$ cat src/rtl/rv32_mc_ctrl_fsm.sv
// rv32_mc_ctrl_fsm: multi-cycle RV32I control sequencer (fetch/decode/exec/mem/wb)
// driving datapath strobes and memory handshakes from the major opcode.
module rv32_mc_ctrl_fsm #(
    parameter bit RESET_PC_WE = 1'b0
) (
    input  logic       clk,
    input  logic       rst_n,
    input  logic [6:0] opcode_i,
    input  logic       branch_taken_i,
    input  logic       imem_ack_i,
    input  logic       dmem_ack_i,
    output logic       imem_req_o,
    output logic       dmem_req_o,
    output logic       dmem_we_o,
    output logic       ir_we_o,
    output logic       pc_we_o,
    output logic [1:0] pc_sel_o,
    output logic       rf_we_o,
    output logic [1:0] wb_sel_o,
    output logic       alu_a_sel_o,
    output logic       alu_b_sel_o,
    output logic       instret_o,
    output logic       halt_o,
    output logic       illegal_o,
    output logic [2:0] state_o
);
    typedef enum logic [2:0] {
        S_FETCH  = 3'd0,
        S_DECODE = 3'd1,
        S_EXEC   = 3'd2,
        S_MEM    = 3'd3,
        S_WB     = 3'd4,
        S_HALT   = 3'd5
    } state_e;

    localparam logic [6:0] OP_IMM = 7'b0010011;
    localparam logic [6:0] OP     = 7'b0110011;
    localparam logic [6:0] LOAD   = 7'b0000011;
    localparam logic [6:0] STORE  = 7'b0100011;
    localparam logic [6:0] BRANCH = 7'b1100011;
    localparam logic [6:0] JALR   = 7'b1100111;
    localparam logic [6:0] JAL    = 7'b1101111;
    localparam logic [6:0] AUIPC  = 7'b0010111;
    localparam logic [6:0] LUI    = 7'b0110111;
    localparam logic [6:0] SYSTEM = 7'b1110011;

    state_e     state_q, state_d;
    logic [6:0] op_q, op_d;
    logic       halt_q, halt_d, illegal_q, illegal_d, first_q;
    logic       imem_req, dmem_req, dmem_we, ir_we, pc_we, rf_we;
    logic       alu_a_sel, alu_b_sel, instret, legal;
    logic [1:0] pc_sel, wb_sel;

    always_comb begin
        state_d   = state_q;
        op_d      = op_q;
        halt_d    = halt_q;
        illegal_d = illegal_q;
        imem_req  = 1'b0;
        dmem_req  = 1'b0;
        dmem_we   = 1'b0;
        ir_we     = 1'b0;
        pc_we     = 1'b0;
        pc_sel    = 2'd0;
        rf_we     = 1'b0;
        wb_sel    = 2'd0;
        alu_a_sel = 1'b0;
        alu_b_sel = 1'b0;
        instret   = 1'b0;
        legal     = opcode_i inside {OP_IMM, OP, LOAD, STORE, BRANCH, JALR, JAL, AUIPC, LUI, SYSTEM};
        case (state_q)
            S_FETCH: begin
                imem_req = 1'b1;
                ir_we    = imem_ack_i;
                state_d  = imem_ack_i ? S_DECODE : S_FETCH;
            end
            S_DECODE: begin
                op_d      = opcode_i;
                halt_d    = !legal || opcode_i == SYSTEM;
                illegal_d = !legal;
                state_d   = halt_d ? S_HALT : S_EXEC;
            end
            S_EXEC: begin
                alu_a_sel = op_q == AUIPC;
                alu_b_sel = op_q inside {OP_IMM, LOAD, STORE, JALR, AUIPC};
                if (op_q == LOAD || op_q == STORE) begin
                    state_d = S_MEM;
                end else if (op_q == BRANCH) begin
                    pc_we   = 1'b1;
                    pc_sel  = branch_taken_i ? 2'd1 : 2'd0;
                    instret = 1'b1;
                    state_d = S_FETCH;
                end else begin
                    state_d = S_WB;
                end
            end
            S_MEM: begin
                dmem_req  = 1'b1;
                dmem_we   = op_q == STORE;
                alu_a_sel = 1'b0;
                alu_b_sel = 1'b1;
                pc_we     = dmem_ack_i && op_q == STORE;
                instret   = pc_we;
                state_d   = !dmem_ack_i ? S_MEM : (op_q == STORE ? S_FETCH : S_WB);
            end
            S_WB: begin
                rf_we   = 1'b1;
                pc_we   = 1'b1;
                instret = 1'b1;
                wb_sel  = op_q == LOAD ? 2'd1 : (op_q == JAL || op_q == JALR) ? 2'd2 : op_q == LUI ? 2'd3 : 2'd0;
                pc_sel  = op_q == JAL ? 2'd1 : op_q == JALR ? 2'd2 : 2'd0;
                state_d = S_FETCH;
            end
            S_HALT: state_d = S_HALT;
            default: state_d = S_FETCH;
        endcase
        // Optional PC load to the reset vector on the first cycle out of reset
        if (RESET_PC_WE && first_q) pc_we = 1'b1;
    end

    always_ff @(posedge clk) begin
        if (!rst_n) begin
            state_q   <= S_FETCH;
            op_q      <= '0;
            halt_q    <= 1'b0;
            illegal_q <= 1'b0;
            first_q   <= 1'b1;
        end else begin
            state_q   <= state_d;
            op_q      <= op_d;
            halt_q    <= halt_d;
            illegal_q <= illegal_d;
            first_q   <= 1'b0;
        end
    end

    // Every output is forced low while reset is held, independent of state
    assign imem_req_o  = rst_n & imem_req;
    assign dmem_req_o  = rst_n & dmem_req;
    assign dmem_we_o   = rst_n & dmem_we;
    assign ir_we_o     = rst_n & ir_we;
    assign pc_we_o     = rst_n & pc_we;
    assign pc_sel_o    = rst_n ? pc_sel : 2'd0;
    assign rf_we_o     = rst_n & rf_we;
    assign wb_sel_o    = rst_n ? wb_sel : 2'd0;
    assign alu_a_sel_o = rst_n & alu_a_sel;
    assign alu_b_sel_o = rst_n & alu_b_sel;
    assign instret_o   = rst_n & instret;
    assign halt_o      = rst_n & halt_q;
    assign illegal_o   = rst_n & illegal_q;
    assign state_o     = rst_n ? state_q : 3'd0;
endmodule

$ cat config.mk
export PLATFORM = sky130hd
export DESIGN_NAME = rv32_mc_ctrl_fsm
export DESIGN_NICKNAME = d
export VERILOG_FILES = /design/src/rtl/rv32_mc_ctrl_fsm.sv
export SDC_FILE = /design/constraint.sdc
export NUM_CORES = 1
export LEC_CHECK = 0
export ABC_AREA = 1
export BUFFER_PORTS_ARGS = -buffer_cell sky130_fd_sc_hd__buf_2
export CORE_MARGIN = 1.5
export CORE_UTILIZATION = 52
export CTS_BUF_LIST = sky130_fd_sc_hd__clkbuf_16
export DETAILED_ROUTE_END_ITERATION = 10
export PLACE_DENSITY = 0.8
export SETUP_SLACK_MARGIN = 0.02
export SYNTH_ARGS = -nofsm -noshare
export SYNTH_HDL_FRONTEND = slang
export SYNTH_SLANG_ARGS = --single-unit
$ cat constraint.sdc
create_clock -name clk -period 3.2 [get_ports clk]
set_input_delay 0.8 -clock clk [delete_from_list [all_inputs] [get_ports clk]]
set_output_delay 0.8 -clock clk [all_outputs]
set_load 0.01 [all_outputs]
# Word-level counts from Yosys, hierarchy flattened
# Index checks and enable logic that the tools add are counted.
[word_totals]
reg_bits = 12
inputBits = 12
output_inout_bits = 18
wordCells = 75
[op_classes]
eq_ne = 23
n_mux = 30
n_bitwise = 10
reduce_logical = 8
[op_table]
columns = ["operator", "count"]
rows = [
  ["$eq 7x7->1 const B", 7],
  ["$eq 7x6->1 const B", 5],
  ["$eq 7x5->1 const B", 4],
  ["$mux 3", 6],
  ["$mux 2", 8],
  ["$pmux 3 s5", 1],
  ["$eq 7x2->1 const B", 2],
  ["$mux 1", 12],
  ["$and 1x1->1", 10],
  ["$reduce_bool 10->1", 1],
  ["$eq 3x2->1 const B", 2],
  ["$eq 3x3->1 const B", 2],
  ["$reduce_bool 5->1", 1],
  ["$pmux 2 s2", 1],
  ["$eq 3x1->1 const B", 1],
  ["$logic_not 3->1", 1],
  ["$logic_or 1x1->1", 3],
  ["$pmux 1 s3", 1],
  ["$pmux 1 s2", 1],
  ["$logic_and 1x1->1", 1],
  ["$logic_not 1->1", 1],
]

# Depth between registers and ports, before layout
# Gate-level depths: netlist (run 1).
[logic_depth]
word_depth = 6
mapped_depth = 9
mapped_depth_nobuf = 9

# Worst setup path before layout (run 1)
# No wires, ideal clock.
[synth_timing]
kind = "input to output"
start = "input port rst_n"
end = "output port wb_sel_o[0]"
arrival_time_ps = 1469
setup_slack_ps = 931
cell_stages = 3
n_path_buf = 0
cell_sequence = "nand2_1 -> nor2_1 -> a21boi_0"
[synth_via]
elab_chain_cells = 1
[synth_lines]
columns = ["element", "line_no", "text"]
rows = [
  ["start: declaration", "7", "input logic rst_n,"],
  ["$mux 2", "145", "assign wb_sel_o = rst_n ? wb_sel : 2'd0;"],
  ["end: declaration", "19", "output logic [1:0] wb_sel_o,"],
]
# No other way between the ends.

# Worst setup path after layout (run 1)
# Same ends and word-level chain as after synthesis.

==> key figures, run 1 <==
Timing
  – Worst slew pin tran: around 0.45 ns
  – Fmax: 393 MHz
  – Crit share post-route: 79.4%
  – Final setup fails: 0
  – Slew headroom: 70.0%
  – Fin Setup TNS: 0 ns
  – Fin. Hold Viols: 0
  – Minimum clock period: 2.54 ns
  – Slew Limit Fails: 0
  – Skew final: about 0.0043 ns
  – Unrepaired setup endpoints after global routing: false

Clocking
  – Worst-Skew Late Latency: about 0.24 ns
  – Worst-path clk slew: about 0.04 ns
  – Total clock sinks: 12
  – CTS buffer count: 3
  – Clock buffer depth: 2
  – H-tree depth: 1
  – Postcts setup bufs: 0
  – CTS root buf: clkbuf_16
  – Post-CTS Hold Buffers: 0
  – TritonCTS clock tree: yes
  – Post_cts resized: 0

Min path
  – Hold crit path type: register to register

Power
  – PwrDens: around 470 nW/um^2
  – Max VDD drop: roughly 0.36 mV
  – P_leak: 0.572 nW

Floorplanning
  – Io pins: 30
  – DIE WIDTH: 43.8 um
  – Row Count: 14
  – Die Y: 43.8 um
  – Initial core utilization: roughly 57%
  – Full die area: approximately 1900 um^2
  – Core area: 1520 um^2

Finish
  – Final #Nets: between 150 and 200
  – Number of diodes: 0
  – Share of layout cells above drive strength 1: about 20%
  – Fillcell total: roughly 140
  – Area occupied by multi-input gates: approximately 500 um^2
  – Register Area: 240 um^2
  – Finished Cell Area: between 1000 and 1500 um^2
  – Syn-to-layout area delta: 25.5%
  – Post-route non-filler standard cell count: 196

Routing
  – Post-DR wirelength/cell: about 11 um
  – Via density per instance: between 5 and 6
  – Number of detailed-routing iterations run before antenna repair: 6
  – Antenna viol nets, final: 0
  – Via count: between 1000 and 1500
  – DRC viols: 0
  – Routed WL: around 2200 um
  – DRT iter0 DRCs: 24

Placed design
  – HPWL after DPL: around 1700 um
  – Cell area after placement: ~1000 um^2
  – GPL Wtd Cong: a little over 0.9
  – Count of input and output buffers: 29
  – Placed Cells incl. Taps: ~190

Global routing
  – Initial antenna violation count: 0
  – Met3 global-route usage: under 10%
  – Largest net degree at the start of global routing: 18
  – First-pass GRT wire length: approximately 3800 um
  – Grt ovf: 0
  – GR Layer Usage met2: roughly 44%
  – Vias in the first global route: about 960
  – All-Layer GR Usage: roughly a quarter
  – Met1 Usage GRT: between 30% and 40%
  – Grt peak-use layer: met2

Worst setup path
  – Cell Chain, Critical Path: buf_2, nand2_1, nor2_1, a21boi_0, buf_2
  – Critical Path AT: approximately 1.7 ns
  – Cell mode on critical path: buf_2
  – CP peak stage delay: 0.24 ns
  – Crit-path max FO: 17
  – Worst setup EP type: output port
  – Worst Path Required: 2.40 ns
  – Crit path max-delay cell type: buf_2
  – Startpoint types: input pin
  – WS Path Type: input pin to output port

Job
  – Maxcap violations: 0

Synth
  – Syn Nets: around 160
  – Register bit total from synthesis: 12
  – Syn Inst Count: 150
  – Synth Warn #: 0
  – Netlist cell types: 21
  – Cell area after synthesis: around 860 um^2
  – Post-synthesis sequential area ratio: 27.8%
  – Avg Inst Size Synth: around 5.8 um^2

Status
  – Status: finished clean
[state kept, by name, indices dropped and copies added (netlist names)]
signal / cells
halt_q: 1
op_q: 7
illegal_q: 1
state_q: 3
[final cells by class]
cell class / instances / share of cell area (%)
tap: 16 / 1.85
clock buffer: 3 / 6.92
multi-input combinational: 112 / 47.4
clock inverter: 1 / 0.346
sequential: 12 / 22.1
inverter: 23 / 7.96
timing repair buffer: 29 / 13.4
[logic make-up (layout without fill, tap and decap cells)]
| logic type | after synthesis | after routing | share of synthesized area [%] |
|---|---|---|---|
| compound gates | 24 | 24 | 14.9 |
| buf+inv | 26 | 56 | 12.7 |
| flops | 12 | 12 | 27.8 |
| simple gates | 88 | 88 | 44.6 |
[worst paths after layout]
| path | from | end | slack, ns | depth (start not counted) |
|---|---|---|---|---|
| setup / recovery | rst_n | wb_sel_o[0] | 0.66 | 5 |
| setup reg to reg | state_q[0]$_SDFF_PN0_ | op_q[6]$_SDFFE_PN0N_ | 1.66 | 5 |
| hold reg to reg | halt_q$_SDFFE_PN0N_ | halt_q$_SDFFE_PN0N_ | 0.55 | 3 |
| hold / removal | halt_q$_SDFFE_PN0N_ | halt_q$_SDFFE_PN0N_ | 0.55 | 3 |
[per-layer routing]
metal	routed length [um]	vias to the layer above
met3	103	4
met5	0	-
met1	1010	449
met4	29	0
li1	-	545
met2	1040	32
[where the power goes]
part	internal, mW	switching (mW)	leakage (nW)	total (mW)
Combinational	0.0339	0.0621	0.434	0.0960
Clock	0.164	0.0623	0.0385	0.227
Sequential	0.168	0.0201	0.0987	0.188
Total	0.367	0.145	0.572	0.511
[synth_stat cells]
| master | instances | area [um^2] |
|---|---|---|
| buf_6 | 1 | 11.3 |
| nor2_4 | 1 | 11.3 |
| nand2_1 | 34 | 128 |
| nor3_4 | 1 | 16.3 |
| or2_2 | 1 | 6.26 |
| nor3_1 | 6 | 30.0 |
| nor2_2 | 1 | 6.26 |
| o21a_1 | 1 | 7.51 |
| o21ai_0 | 10 | 50.1 |
| a21oi_1 | 11 | 55.1 |
| nor2_1 | 29 | 109 |
| dfxtp_1 | 12 | 240 |
| and3_1 | 1 | 6.26 |
| clkinv_1 | 1 | 3.75 |
| a21boi_0 | 1 | 7.51 |
| a41oi_1 | 1 | 8.76 |
| nand4_1 | 2 | 12.5 |
| buf_2 | 1 | 5.00 |
| buf_4 | 1 | 7.51 |
| inv_1 | 22 | 82.6 |
| nand3_1 | 12 | 60.1 |
[stage by stage]
| step | worst slack [ns] | utilization [%] | power (mW) | hold slack [ns] |
|---|---|---|---|---|
| after floorplan | 0.931 | - | 0.256 | 0.496 |
| after global placement | 0.736 | 66.0 | 0.282 | 0.528 |
| after detailed placement | 0.670 | 66.0 | 0.285 | 0.545 |
| after CTS | 0.670 | 71.2 | 0.512 | 0.556 |
| after global routing | 0.553 | 71.2 | 0.540 | 0.606 |
| final | 0.659 | 71.2 | 0.511 | 0.552 |
[layout by cell type (no fill, tap or decap), drive strengths merged]
master  instances
nand3          12
clkinv          2
a21oi          11
o21ai          10
nor2           31
inv            22
a41oi           1
clkbuf          3
a21boi          1
and3            1
or2             1
o21a            1
nand2          34
nand4           2
dfxtp          12
buf            29
nor3            7
[worst max-delay path: cells and delay by family]
kind / cells / cell delay (ns)
AO/OA/AOI/OAI: 1 / 0.20
buffers and inverters: 2 / 0.39
AND/OR/NAND/NOR: 2 / 0.34
(Power assumes the default switching activity.)
==> run 2: changes to the inputs <==
--- a/config.mk
+++ b/config.mk
@@ -8,10 +8,10 @@
 export ABC_AREA = 1
 export BUFFER_PORTS_ARGS = -buffer_cell sky130_fd_sc_hd__buf_2
 export CORE_MARGIN = 1.5
-export CORE_UTILIZATION = 52
+export CORE_UTILIZATION = 44
 export CTS_BUF_LIST = sky130_fd_sc_hd__clkbuf_16
 export DETAILED_ROUTE_END_ITERATION = 10
-export PLACE_DENSITY = 0.8
+export PLACE_DENSITY = 0.71
 export SETUP_SLACK_MARGIN = 0.02
 export SYNTH_ARGS = -nofsm -noshare
 export SYNTH_HDL_FRONTEND = slang
==> constraint.sdc (replaced) <==
create_clock -name clk -period 2.1 [get_ports clk]
set_input_delay 0.525 -clock clk [delete_from_list [all_inputs] [get_ports clk]]
set_output_delay 0.525 -clock clk [all_outputs]
set_load 0.01 [all_outputs]
==> run 2 against run 1 <==
  * Via count shrank 1.2%
  * First-iteration DRC count shrank 50%
  * Clock skew decreased by 0.0028 ns
  * Routed wire length shrank 1.1%
  * Non-clock buffer count is 2 higher
  * Global-route usage decreased by 4.4 points
  * Die area up 17%
  * Final area increased by 6.7%
  * Critical endpoint is now pc_sel_o[0]
  * Largest cell class unchanged
==> key figures, run 2 (same netlist as run 1, synthesis figures left out) <==
Status
  – Status: finished clean

Placed design
  – GPL Wtd Cong: 0.851 (-6.3%)
  – Cell area after placement: 1030 um^2 (+2.6%)
  – Count of input and output buffers: 29 (unchanged)
  – Placed Cells incl. Taps: 203 (+5.7%)
  – HPWL after DPL: 1680 um (-0.58%)

Timing
  – Fin. Hold Viols: 0 (unchanged)
  – Fin Setup TNS: 0 ns (unchanged)
  – Unrepaired setup endpoints after global routing: true
  – Worst hold slack: 0.529 ns (-0.0237 ns)
  – Skew final: 0.00151 ns (-0.00282 ns)
  – Slew Limit Fails: 0 (unchanged)
  – Slew headroom: 80.5% (+10 points)
  – Minimum clock period: 1.99 ns
  – Final setup fails: 0 (unchanged)
  – Crit share post-route: a little over nine tenths
  – Worst slew pin tran: 0.292 ns (-0.157 ns)
  – Fmax: between 500 and 600 MHz

Worst setup path
  – FF-to-FF path depth: 5 (unchanged)
  – Crit path max-delay cell type: dfxtp_1
  – End of the worst register-to-register path: op_q[6]$_SDFFE_PN0N_
  – RR Startpoint: state_q[0]$_SDFF_PN0_
  – Critical Path Start: op_q[4]$_SDFFE_PN0N_
  – Cell Chain, Critical Path: inv_2, nand2_2, nor2_4, nand3_1, nor2_2, nand2_1, a21oi_2, buf_2
  – Startpoint types: register
  – Critical Path AT: 1.46 ns (-0.28 ns)
  – Setup crit end: pc_sel_o[0]
  – Crit-path max FO: 4 (-13)
  – CP peak stage delay: 0.34 ns (+0.10 ns)
  – Worst Path Required: 1.57 ns (-0.83 ns)
  – Worst setup EP type: output port
  – WS Path Type: register to output port
  – Worst R2R Setup Slack: 0.81 ns (-0.85 ns)

Clocking
  – Postcts setup bufs: 0 (unchanged)
  – Total clock sinks: 12 (unchanged)
  – Worst-path clk slew: 0.04 ns (about the same)
  – CTS root buf: clkbuf_16
  – H-tree depth: 1 (unchanged)
  – TritonCTS clock tree: yes
  – Worst-Skew Late Latency: 0.24 ns (about the same)
  – Clock buffer depth: 2 (unchanged)
  – Post-CTS Hold Buffers: 0 (unchanged)
  – CTS buffer count: 3 (unchanged)

Floorplanning
  – Initial core utilization: 48.5% (-8.2 points)
  – Core area: 1780 um^2 (+17%)
  – Full die area: 2240 um^2 (+17%)
  – Io pins: 30 (unchanged)
  – DIE WIDTH: 47.3 um (+8.1%)
  – Die Y: 47.3 um (+8.1%)
  – Row Count: 15 (+1)

Global routing
  – Grt ovf: 0 (unchanged)
  – Initial antenna violation count: 0 (unchanged)
  – First-pass GRT wire length: 3300 um (-12%)
  – All-Layer GR Usage: 21.5% (-4.4 points)
  – Vias in the first global route: 787 (-18%)
  – Largest net degree at the start of global routing: 10 (-8)

Finish
  – Largest register FFs: 7 (unchanged)
  – Area occupied by multi-input gates: 559 um^2 (+8.8%)
  – Final #Nets: 195 (+1.0%)
  – Most frequent cells in the layout: nand2_1 (31), buf_2 (29), nor2_1 (26)
  – Fillcell total: 184 (+29%)
  – Reg with most FFs: op_q
  – Post-route non-filler standard cell count: 206 (+5.1%)
  – Finished Cell Area: 1160 um^2 (+6.7%)
  – Share of layout cells above drive strength 1: 28.7% (+8.7 points)
  – Number of diodes: 0 (unchanged)
  – Largest regs: op_q (7), state_q (3)
  – Syn-to-layout area delta: 33.9%
  – Commonest non-fill, non-tap cell in the layout: nand2_1
  – Register Area: 245 um^2 (+2.1%)

Job
  – Maxcap violations: 0 (unchanged)

Routing
  – Number of detailed-routing iterations run before antenna repair: 4 (-2)
  – DRC viols: 0 (unchanged)
  – Via density per instance: 4.94 (-6.0%)
  – DRT iter0 DRCs: 12 (-50%)
  – Post-DR wirelength/cell: 10.5 um (-5.9%)
  – Routed WL: 2160 um (-1.1%)
  – Antenna viol nets, final: 0 (unchanged)
  – Via count: 1018 (-1.2%)

Power
  – P_leak: 0.585 nW (+2.3%)
  – Max VDD drop: 0.465 mV (+30%)
  – PwrDens: 685 nW/um^2 (+45%)

Min path
  – Hold crit path type: input pin to register
[run 2: timing repair]
action / in CTS / in global routing
endpoints found under the setup margin: 4 / 6
pin swaps: 0 / 3
gates resized for setup: 2 / 16
[run 2: layout make-up]
class | count | share of cell area (%)
tap | 25 | 2.70
clock buffer | 3 | 6.49
inverter | 23 | 7.46
timing repair buffer | 31 | 13.8
multi-input combinational | 112 | 48.3
sequential | 12 | 21.2
[run 2: layer usage]
metal  share of wire (%)  routed length, um  vias to the layer above  GRT usage, %
met2                  47               1010                       27          35.7
met4                 2.5                 55                        0          13.3
met5                   0                  0                        -             0
li1                    -                  -                      545             -
met3                 3.6                 78                        4          3.46
met1                  47               1010                      442          25.6
[run 2: worst max-delay path: cells and delay by family (launching register included)]
| kind | cells | cell delay [ns] |
|---|---|---|
| AND/OR/NAND/NOR | 5 | 0.54 |
| flip-flops | 1 | 0.34 |
| buffers and inverters | 2 | 0.23 |
| AO/OA/AOI/OAI | 1 | 0.12 |
[run 2: how the worst min path moves through the flow]
stage | to | slack, ns | depth (start not counted) | start
2_1_floorplan | op_q[0]$_SDFFE_PN0N_ | 0.50 | 2 | op_q[0]$_SDFFE_PN0N_
3_3_place_gp | op_q[1]$_SDFFE_PN0N_ | 0.53 | 2 | op_q[1]$_SDFFE_PN0N_
3_5_place_dp | op_q[1]$_SDFFE_PN0N_ | 0.52 | 2 | op_q[1]$_SDFFE_PN0N_
4_1_cts | op_q[0]$_SDFFE_PN0N_ | 0.53 | 3 | opcode_i[0]
5_1_grt | op_q[1]$_SDFFE_PN0N_ | 0.56 | 3 | opcode_i[1]
6_report | op_q[1]$_SDFFE_PN0N_ | 0.53 | 3 | opcode_i[1]
[run 2: stage by stage]
stage | power (mW) | worst slack (ns) | utilization, %
after floorplan | 0.390 | 0.371 | -
after global placement | 0.436 | 0.248 | 57.9
after detailed placement | 0.440 | 0.213 | 57.9
after CTS | 0.780 | 0.0355 | 62.5
after global routing | 0.833 | 0.00448 | 64.9
final | 0.793 | 0.110 | 64.9
[run 2: where the power goes]
group | leakage, nW | switching [mW] | internal (mW)
clock network | 0.0370 | 0.0929 | 0.247
logic | 0.447 | 0.102 | 0.0585
registers | 0.100 | 0.0339 | 0.259
total | 0.585 | 0.229 | 0.564
